===== src/rtl/shift_reg_sequencer_pkg.sv =====
// Shared definitions for the shift register sequencer: FSM encoding and the
// rule that maps a requested frame length onto the register size.
package shift_reg_sequencer_pkg;

  typedef enum logic [1:0] {
    ST_IDLE  = 2'd0,
    ST_SHIFT = 2'd1,
    ST_DONE  = 2'd2
  } state_e;

  // A length of zero or one longer than the register means a full-width frame.
  function automatic int unsigned eff_len(input int unsigned length,
                                          input int unsigned width);
    return (length == 0 || length > width) ? width : length;
  endfunction

endpackage


===== src/rtl/shift_reg_core.sv =====
// WIDTH-bit shift register: sync clear, parallel load, and MSB-first shift
// with the serial input entering at the LSB.
module shift_reg_core
  import shift_reg_sequencer_pkg::*;
#(
  parameter int WIDTH = 4
) (
  input  logic             clk_i,
  input  logic             clr_i,
  input  logic             load_i,
  input  logic [WIDTH-1:0] load_data_i,
  input  logic             shift_en_i,
  input  logic             shift_in_i,
  output logic             msb_o,
  output logic [WIDTH-1:0] data_o
);

  logic [WIDTH-1:0] data_q;
  logic [WIDTH-1:0] data_d;

  // Clear beats load, load beats shift.
  always_comb begin
    data_d = data_q;
    if (load_i) begin
      data_d = load_data_i;
    end else if (shift_en_i) begin
      data_d = {data_q[WIDTH-2:0], shift_in_i};
    end
  end

  always_ff @(posedge clk_i) begin
    if (clr_i) begin
      data_q <= '0;
    end else begin
      data_q <= data_d;
    end
  end

  assign msb_o  = data_q[WIDTH-1];
  assign data_o = data_q;

endmodule


===== src/rtl/shift_reg_sequencer.sv =====
// Frame sequencer: accepts a parallel word, shifts a programmable number of
// bits out MSB-first while capturing the serial input, then presents the word.
module shift_reg_sequencer
  import shift_reg_sequencer_pkg::*;
#(
  parameter int WIDTH = 4,
  parameter int CNT_W = $clog2(WIDTH + 1)
) (
  input  logic             CLK,
  input  logic             Reset,
  input  logic             Start,
  output logic             Ready,
  input  logic [WIDTH-1:0] Load_data,
  input  logic [CNT_W-1:0] Length,
  input  logic             Shift_in,
  output logic             Shift_out,
  output logic             Shift_en,
  output logic             Busy,
  output logic             Done,
  output logic [WIDTH-1:0] Capture_data,
  output logic [1:0]       Dbg_state
);

  // Handshake: a frame is accepted on a rising edge where Start=1 and Ready=1.
  // Ready is high only in IDLE, so Start is ignored (not queued) while Busy.

  localparam logic [CNT_W-1:0] ONE = CNT_W'(1);

  state_e           state_q;
  logic [CNT_W-1:0] cnt_q;
  logic [CNT_W-1:0] len_q;
  logic [WIDTH-1:0] capture_q;
  logic             ready_q;
  logic             shift_en_q;
  logic             busy_q;
  logic             done_q;

  logic             accept;
  logic             core_shift;
  logic             core_msb;
  logic [WIDTH-1:0] core_data;
  logic [WIDTH-1:0] shifted;
  logic [CNT_W-1:0] len_eff;
  logic             unused_core_top;

  assign accept     = (state_q == ST_IDLE) && Start;
  assign core_shift = (state_q == ST_SHIFT);
  assign len_eff    = CNT_W'(eff_len(32'(Length), WIDTH));

  // Register value as it will be after the current shift edge.
  assign shifted         = {core_data[WIDTH-2:0], Shift_in};
  assign unused_core_top = core_data[WIDTH-1];

  shift_reg_core #(
    .WIDTH(WIDTH)
  ) u_core (
    .clk_i       (CLK),
    .clr_i       (Reset),
    .load_i      (accept),
    .load_data_i (Load_data),
    .shift_en_i  (core_shift),
    .shift_in_i  (Shift_in),
    .msb_o       (core_msb),
    .data_o      (core_data)
  );

  always_ff @(posedge CLK) begin
    if (Reset) begin
      state_q    <= ST_IDLE;
      cnt_q      <= '0;
      len_q      <= '0;
      capture_q  <= '0;
      ready_q    <= 1'b1;
      shift_en_q <= 1'b0;
      busy_q     <= 1'b0;
      done_q     <= 1'b0;
    end else begin
      unique case (state_q)
        ST_IDLE: begin
          if (Start) begin
            state_q    <= ST_SHIFT;
            len_q      <= len_eff;
            cnt_q      <= '0;
            ready_q    <= 1'b0;
            shift_en_q <= 1'b1;
            busy_q     <= 1'b1;
          end
        end
        ST_SHIFT: begin
          cnt_q <= cnt_q + ONE;
          // len_q is never 0 here, so the counter cannot wrap.
          if (cnt_q == len_q - ONE) begin
            capture_q  <= shifted;
            state_q    <= ST_DONE;
            shift_en_q <= 1'b0;
            done_q     <= 1'b1;
          end
        end
        ST_DONE: begin
          state_q <= ST_IDLE;
          done_q  <= 1'b0;
          busy_q  <= 1'b0;
          ready_q <= 1'b1;
        end
        default: begin
          state_q    <= ST_IDLE;
          ready_q    <= 1'b1;
          shift_en_q <= 1'b0;
          busy_q     <= 1'b0;
          done_q     <= 1'b0;
        end
      endcase
    end
  end

  assign Ready        = ready_q;
  assign Shift_en     = shift_en_q;
  assign Shift_out    = shift_en_q & core_msb;
  assign Busy         = busy_q;
  assign Done         = done_q;
  assign Capture_data = capture_q;
  assign Dbg_state    = state_q;

endmodule

===== config.mk =====
export PLATFORM = sky130hd
export DESIGN_NAME = shift_reg_sequencer
export DESIGN_NICKNAME = d
export VERILOG_FILES = /design/src/rtl/shift_reg_sequencer_pkg.sv /design/src/rtl/shift_reg_core.sv /design/src/rtl/shift_reg_sequencer.sv
export SDC_FILE = /design/constraint.sdc
export NUM_CORES = 1
export LEC_CHECK = 0
export ABC_AREA = 1
export CORE_MARGIN = 3
export CORE_UTILIZATION = 40
export DETAILED_ROUTE_END_ITERATION = 8
export PLACE_DENSITY = 0.66
export SYNTH_ARGS = -nofsm -noshare
export SYNTH_HDL_FRONTEND = slang
export SYNTH_SLANG_ARGS = --single-unit

===== constraint.sdc =====
create_clock -name CLK -period 3.64 [get_ports CLK]
set_clock_uncertainty 0.05 [all_clocks]
set_input_delay 0.728 -clock CLK [delete_from_list [all_inputs] [get_ports CLK]]
set_output_delay 0.728 -clock CLK [all_outputs]
set_load 0.005 [all_outputs]

==> run_results.csv <==
group,metric,value,unit
placement,buffer_ports.inserted,21,
pwr,power_leakage,0.571,nW
drt,num_vias,853,
floorplanning,std_cell_rows,17,
logic_synthesis,syn_avg_cell_area,7.34,um^2
cells_and_area,fill_cells,229,
clocking,cts_made_buffers,3,
worst_setup_path,worstPathMaxFanout,4,
floorplanning,io_pins,22,
placement,finalWeightedCongestion,0.766,
clocking,cts_htree_levels,1,
worst_setup_path,critical_path.reg2reg.endpoint,"Capture_data[3]",
timing,period_share,57.2,%
drt,first_pass_iters,4,
timing,max_slew.worst_pin.slew,0.369,ns
cells_and_area,fin_cells,183,
placement,placement.cell_area,1200,um^2
cells_and_area,mostFrequentLayoutCell,"nand2_1",
timing,fmaxAchievable,0.481,GHz
global_routing,globalRouteMet2Util,21.8,%
global_routing,wire_length_of_the_first_global_routing_pass,3.31,mm
timing,slew_headroom,75.3,%
logic_synthesis,synth.net_count,146,
pwr,powerDensity,380,nW/um^2
global_routing,groute.layer.met3.usage,4.91,%
logic_synthesis,synth_seq_area_share,41.3,%
clocking,cts-hold-fix-buffers,0,
global_routing,global_route_congestion_overflow_total,0,
hold_path,worst_hold_startpoint,"Busy",
global_routing,maximum_number_of_pins_on_one_net_before_global_route_repair,12,
global_routing,gr-max-usage-layer,"met2",
cells_and_area,insertedDiodeCount,0,
logic_synthesis,synth_cell_type_count,21,
hold_path,holdCritPathClass,"flip-flop to flip-flop",
floorplanning,initial_core_util,43.0,%
logic_synthesis,netlist_area,968,um^2
worst_setup_path,worstPathCellList,"clkdlybuf4s50_1",
worst_setup_path,cp_num_buf_inv,1,
worst_setup_path,critical_path_cell_count,1,
worst_setup_path,worstReg2RegStart,"len_q[0]",
cells_and_area,ff_latch_area,400,um^2
clocking,clk_root_buffer_cell,"clkbuf_4",
worst_setup_path,cpLargestDelayFamily,"buffers and inverters",
drt,post_drt_via_cell_ratio,4.66,
logic_synthesis,ys.flop_type,"dfxtp_1",
worst_setup_path,r2r_setup_slack,2.14,ns
job,maxCapViolCount,0,
timing,setup-violations-final,0,
logic_synthesis,synth-async-reset-ratio,0,%
worst_setup_path,critical_path_required,2.86,ns
pwr,peakVddDrop,0.000275,V
worst_setup_path,setup.worst_path.start,"Dbg_state[0]",
global_routing,antenna_found_initial,0,
placement,hpwl,1.44,mm
global_routing,total_track_usage,13.4,%
clocking,tritoncts,"built",
cells_and_area,multiInputGateArea,443,um^2
global_routing,grt_pass1_vias,799,
floorplanning,die_h,55.2,um
worst_setup_path,worstRegToRegCells,10,
drt,drt-total-wl,1.84,mm
placement,numPlacedInstances,179,
worst_setup_path,critPathArrivalTime,1.30,ns
worst_setup_path,cp_slowest_cell,"clkdlybuf4s50_1",
cells_and_area,syn2layout_area_growth,28.0,%
clocking,post-cts-setup-buffer-count,0,
timing,rsz0062_at_grt,"no",
drt,drtAntennaViolNets,0,
outcome,outcome,"finished clean",
cells_and_area,design.final.nets,170,
placement,place_ws,1.47,ns
timing,finalWorstPathRequiredPeriod,2.08,ns
cells_and_area,drive_above_1_share,11.0,%
drt,count_of_routing_violations_after_the_opening_detailed_route_iteration,4,
cells_and_area,layout.cell_area.non_filler,1240,um^2
drt,post_drt_wl_per_cell,10.0,um
timing,timing_max_transition_violations_final,0,
logic_synthesis,synth_enable_flop_cells,0,
logic_synthesis,synth_warnings,0,
clocking,clock_sinks,20,
global_routing,grtUsageMet1,16.8,%
clocking,clk_path_buf_depth,2,
timing,finalHoldViolations,0,
clocking,path_clk_slew,0.11,ns
floorplanning,core-area,2250,um^2
logic_synthesis,yosys_register_bits,20,
floorplanning,die_area,3050,um^2
worst_setup_path,critPathMaxStageDelay,0.55,ns
timing,tns,0,ns
clocking,clkLatencyLatePin,0.30,ns
clocking,cts_repair_resize_count,0,
pwr,report.power.total,0.472,mW
floorplanning,die_w,55.2,um
worst_setup_path,worstSetupPathType,"flip-flop to output port",
worst_setup_path,cp-start-kind,"flip-flop",
drt,route.detailed.drc,0,
worst_setup_path,critPathCaptureType,"output port",
logic_synthesis,synthCells,132,
worst_setup_path,crit_end,"Dbg_state[0]",
timing,setup_ws,1.56,ns
cells_and_area,layout_common_cells,"32 x nand2_1, 26 x inv_1, 21 x clkdlybuf4s50_1, 20 x dfxtp_1, 11 x a21oi_1",
## flip-flops by register name (all words and copies together), names as in the netlist
signal	cells
Done	1
Busy	1
Capture_data	4
len_q	3
u_core.data_o	4
Dbg_state	2
cnt_q	3
Ready	1
Shift_en	1
## metal layers
| metal | wire length [um] | part of all wire [%] |
|---|---|---|
| met1 | 872 | 47 |
| met2 | 854 | 47 |
| met3 | 97 | 5.3 |
| met4 | 12 | 0.65 |
| met5 | 0 | 0 |
## tightest hold or removal path, delay by kind of cell, from the launching register on
family             cells  cell delay [ns]
and+or+nand+nor        1             0.06
DFF                    1             0.33
AOI/OAI and AO/OA      1             0.05
## layout make-up
cell class                      instances  share of cell area [%]
Timing Repair Buffer                   21                    17.0
Multi-Input combinational cell         80                    35.7
Inverter                               30                    9.28
Sequential cell                        20                    32.3
Tap cell                               28                    2.83
Clock buffer                            4                    2.93
## how the worst min path moves through the flow
| stage | to | slack, ns | cells past startpoint |
|---|---|---|---|
| final | Busy | 0.42 | 2 |
| after floorplan | cnt_q[2] | 0.39 | 1 |
| after global routing | Done | 0.47 | 2 |
| after detailed placement | Busy | 0.41 | 2 |
| after global placement | cnt_q[2] | 0.40 | 1 |
| after CTS | Busy | 0.43 | 2 |
## logic make-up after synthesis
| group | Yosys count | share of synthesized area (%) |
|---|---|---|
| simple gates | 55 | 29.1 |
| buf+inv | 32 | 12.9 |
| compound gates | 22 | 12.8 |
| flops | 20 | 41.3 |
| fa+ha+maj | 3 | 3.88 |
## per-stage QoR
stage / utilization [%] / hold slack [ns]
after global routing: 55.0 / 0.468
final: 55.0 / 0.423
after detailed placement: 53.4 / 0.410
after CTS: 55.0 / 0.427
after global placement: 53.4 / 0.399
after floorplan: - / 0.385
## Yosys cell counts, types with 2 or more instances
cell | count | area (um^2)
inv_1 | 26 | 97.6
nand4_1 | 4 | 25.0
o21ai_0 | 6 | 30.0
nand2_2 | 3 | 18.8
a21oi_1 | 11 | 55.1
ha_1 | 3 | 37.5
nand3_1 | 2 | 10.0
inv_2 | 3 | 11.3
buf_2 | 2 | 10.0
dfxtp_1 | 20 | 400
a211oi_1 | 2 | 15.0
o221ai_1 | 2 | 17.5
nand2_4 | 2 | 22.5
nand2_1 | 32 | 120
nor2_1 | 8 | 30.0
## where the power goes
part           switching, mW  internal (mW)
registers            0.00928          0.233
clock network         0.0659         0.0610
logic                 0.0576         0.0450
Note: power is estimated with default switching activity, not from simulation.
==> RTL edit: new RTL, same settings <==
`WIDTH` is set to 4 in 2 places; all go to 2.
--- a/src/rtl/shift_reg_core.sv
+++ b/src/rtl/shift_reg_core.sv
@@ -4,5 +4,5 @@
   import shift_reg_sequencer_pkg::*;
 #(
-  parameter int WIDTH = 4
+  parameter int WIDTH = 2
 ) (
   input  logic             clk_i,
--- a/src/rtl/shift_reg_sequencer.sv
+++ b/src/rtl/shift_reg_sequencer.sv
@@ -4,5 +4,5 @@
   import shift_reg_sequencer_pkg::*;
 #(
-  parameter int WIDTH = 4,
+  parameter int WIDTH = 2,
   parameter int CNT_W = $clog2(WIDTH + 1)
 ) (
Ports: changed (resized Capture_data, Length and Load_data); port bits go from 22 to 17. No check against the original RTL was run, so the function may have changed too.
==> RTL edit against the unedited design <==
Sequential cell count down 6. Design area down 37%. Synthesized area down 41%. Total power down 25%. Wire length down 37%. Highest routed layer unchanged. Sequential power down 28%. Setup slack better by 0.080 ns. Critical endpoint is now Shift_out. Sequential share of layout area up 3.4 points.
==> RTL edit: results (changes against the unedited design) <==
Nets=106 (-38%); PortBufs=16 (-24%); delay-heaviest family, CP=buffers and inverters; worst hold path type=flop to flop; sequential share of power=0.492 (-0.021); Detailed Route WL=1150 um (-37%); post-synthesis sequential area ratio=0.4870 (+0.07352); worst slack, placed=1.616 ns (+0.1472 ns); Lkg Pwr=0.3540 nW (-38%); vias=546 (-36%); crit-path max FO=3 (-1); Area contributors post-synth=dfxtp_1 (49%), nand2_1 (15%), nand3_1 (6.1%); Post-Syn Nets=86 (-41%); clock transition at the registers of the reported paths=0.09 ns (-0.02 ns); hold_buf cts=0 (unchanged); Peak VDD IR=0.0002423 V (-12%); initial drt markers=11 (+7); largest net degree at the start of global routing=10 (-2); highest routed layer=met4; Async S/R FF share, synth=0 (unchanged); Synth Flop Type=dfxtp_1; Skew-Pair Late Insertion Delay=0.28 ns (-0.02 ns); antenna violations before repair=0 (unchanged); yosys warns=0 (unchanged); drt via density=4.875 (+4.6%); first-pass GRT wire length=2145 um (-35%); unique cell type count in the Yosys netlist=17 (-19%); mean post-synth cell area=7.379 sq um (+0.58%); placer's final routability congestion estimate=0.7214 (-5.8%); WL met3=93 um (-4.1%); clk pwr=0.111 mW (-13%); outcome=finished, final reports clean; top post-synthesis cells by count=nand2_1 (23), dfxtp_1 (14), inv_1 (7), nand3_1 (7), a21oi_1 (6); DR pass1 iterations=6 (+2); DRT met1 WL=522 um (-40%); H-tree depth=1 (unchanged); met2 routed wirelength=518 um (-39%); vias in the first global route=508 (-36%); Crit path largest cell delay=0.49 ns (-0.06 ns); gr usage total=0.1489 (+0.01502); worst-margin pin slew=0.2864 ns (-0.08262 ns); fraction of layout cells with a size suffix above 1=0.1134 (+0.003725); Switching Fraction=0.2634 (-0.01826); dpl hpwl=913.9 um (-37%)
## RTL edit: cell count changes in the layout (fill, tap and decap cells not counted), moves of 2 or more
cell | before | now
ha_1 | 3 | 0
a21oi_1 | 11 | 6
o221ai_1 | 2 | 0
nor2_1 | 8 | 4
dfxtp_1 | 20 | 14
nand4_1 | 4 | 0
inv_1 | 26 | 7
clkdlybuf4s50_1 | 21 | 16
nand3_1 | 2 | 7
nand2_4 | 2 | 0
nand2_1 | 32 | 23
## RTL edit: area by class of cell
cell class / count / area [sq um]
clock buffer: 4 / 36.28
fill: 127 / 531.8
inverter: 11 / 43.79
multi-input combinational: 52 / 246.5
sequential: 14 / 280.3
tap: 15 / 18.77
timing repair buffer: 16 / 160.2
## RTL edit: worst paths after layout
path | start | endpoint | slack, ns | cells past startpoint
hold / removal | cnt_q[1] | cnt_q[1] | 0.41 | 1
hold reg to reg | cnt_q[1] | cnt_q[1] | 0.41 | 1
setup reg to reg | Dbg_state[1] | Capture_data[0] | 2.52 | 6
setup / recovery | Shift_en | Shift_out | 1.64 | 3
## RTL edit: metal layers
metal	global-route usage	vias to the layer above
met1	0.1843	239
met5	0	-
met4	0.07229	0
met3	0.04149	3
met2	0.2355	20
li1	-	284
## RTL edit: logic make-up after synthesis
logic type,after synthesis,share of synthesized area
DFF,14,0.4870
and+or+nand+nor,39,0.3022
AOI/OAI and AO/OA,13,0.1261
buffers and inverters,12,0.08479
## RTL edit: stage by stage
step / total power, mW / area (sq um)
final: 0.3530 / 785.8
after global routing: 0.3773 / 785.8
after CTS: 0.3576 / 785.8
after detailed placement: 0.2466 / 749.5
after global placement: 0.2462 / 749.5
after floorplan: 0.2162 / 575.6
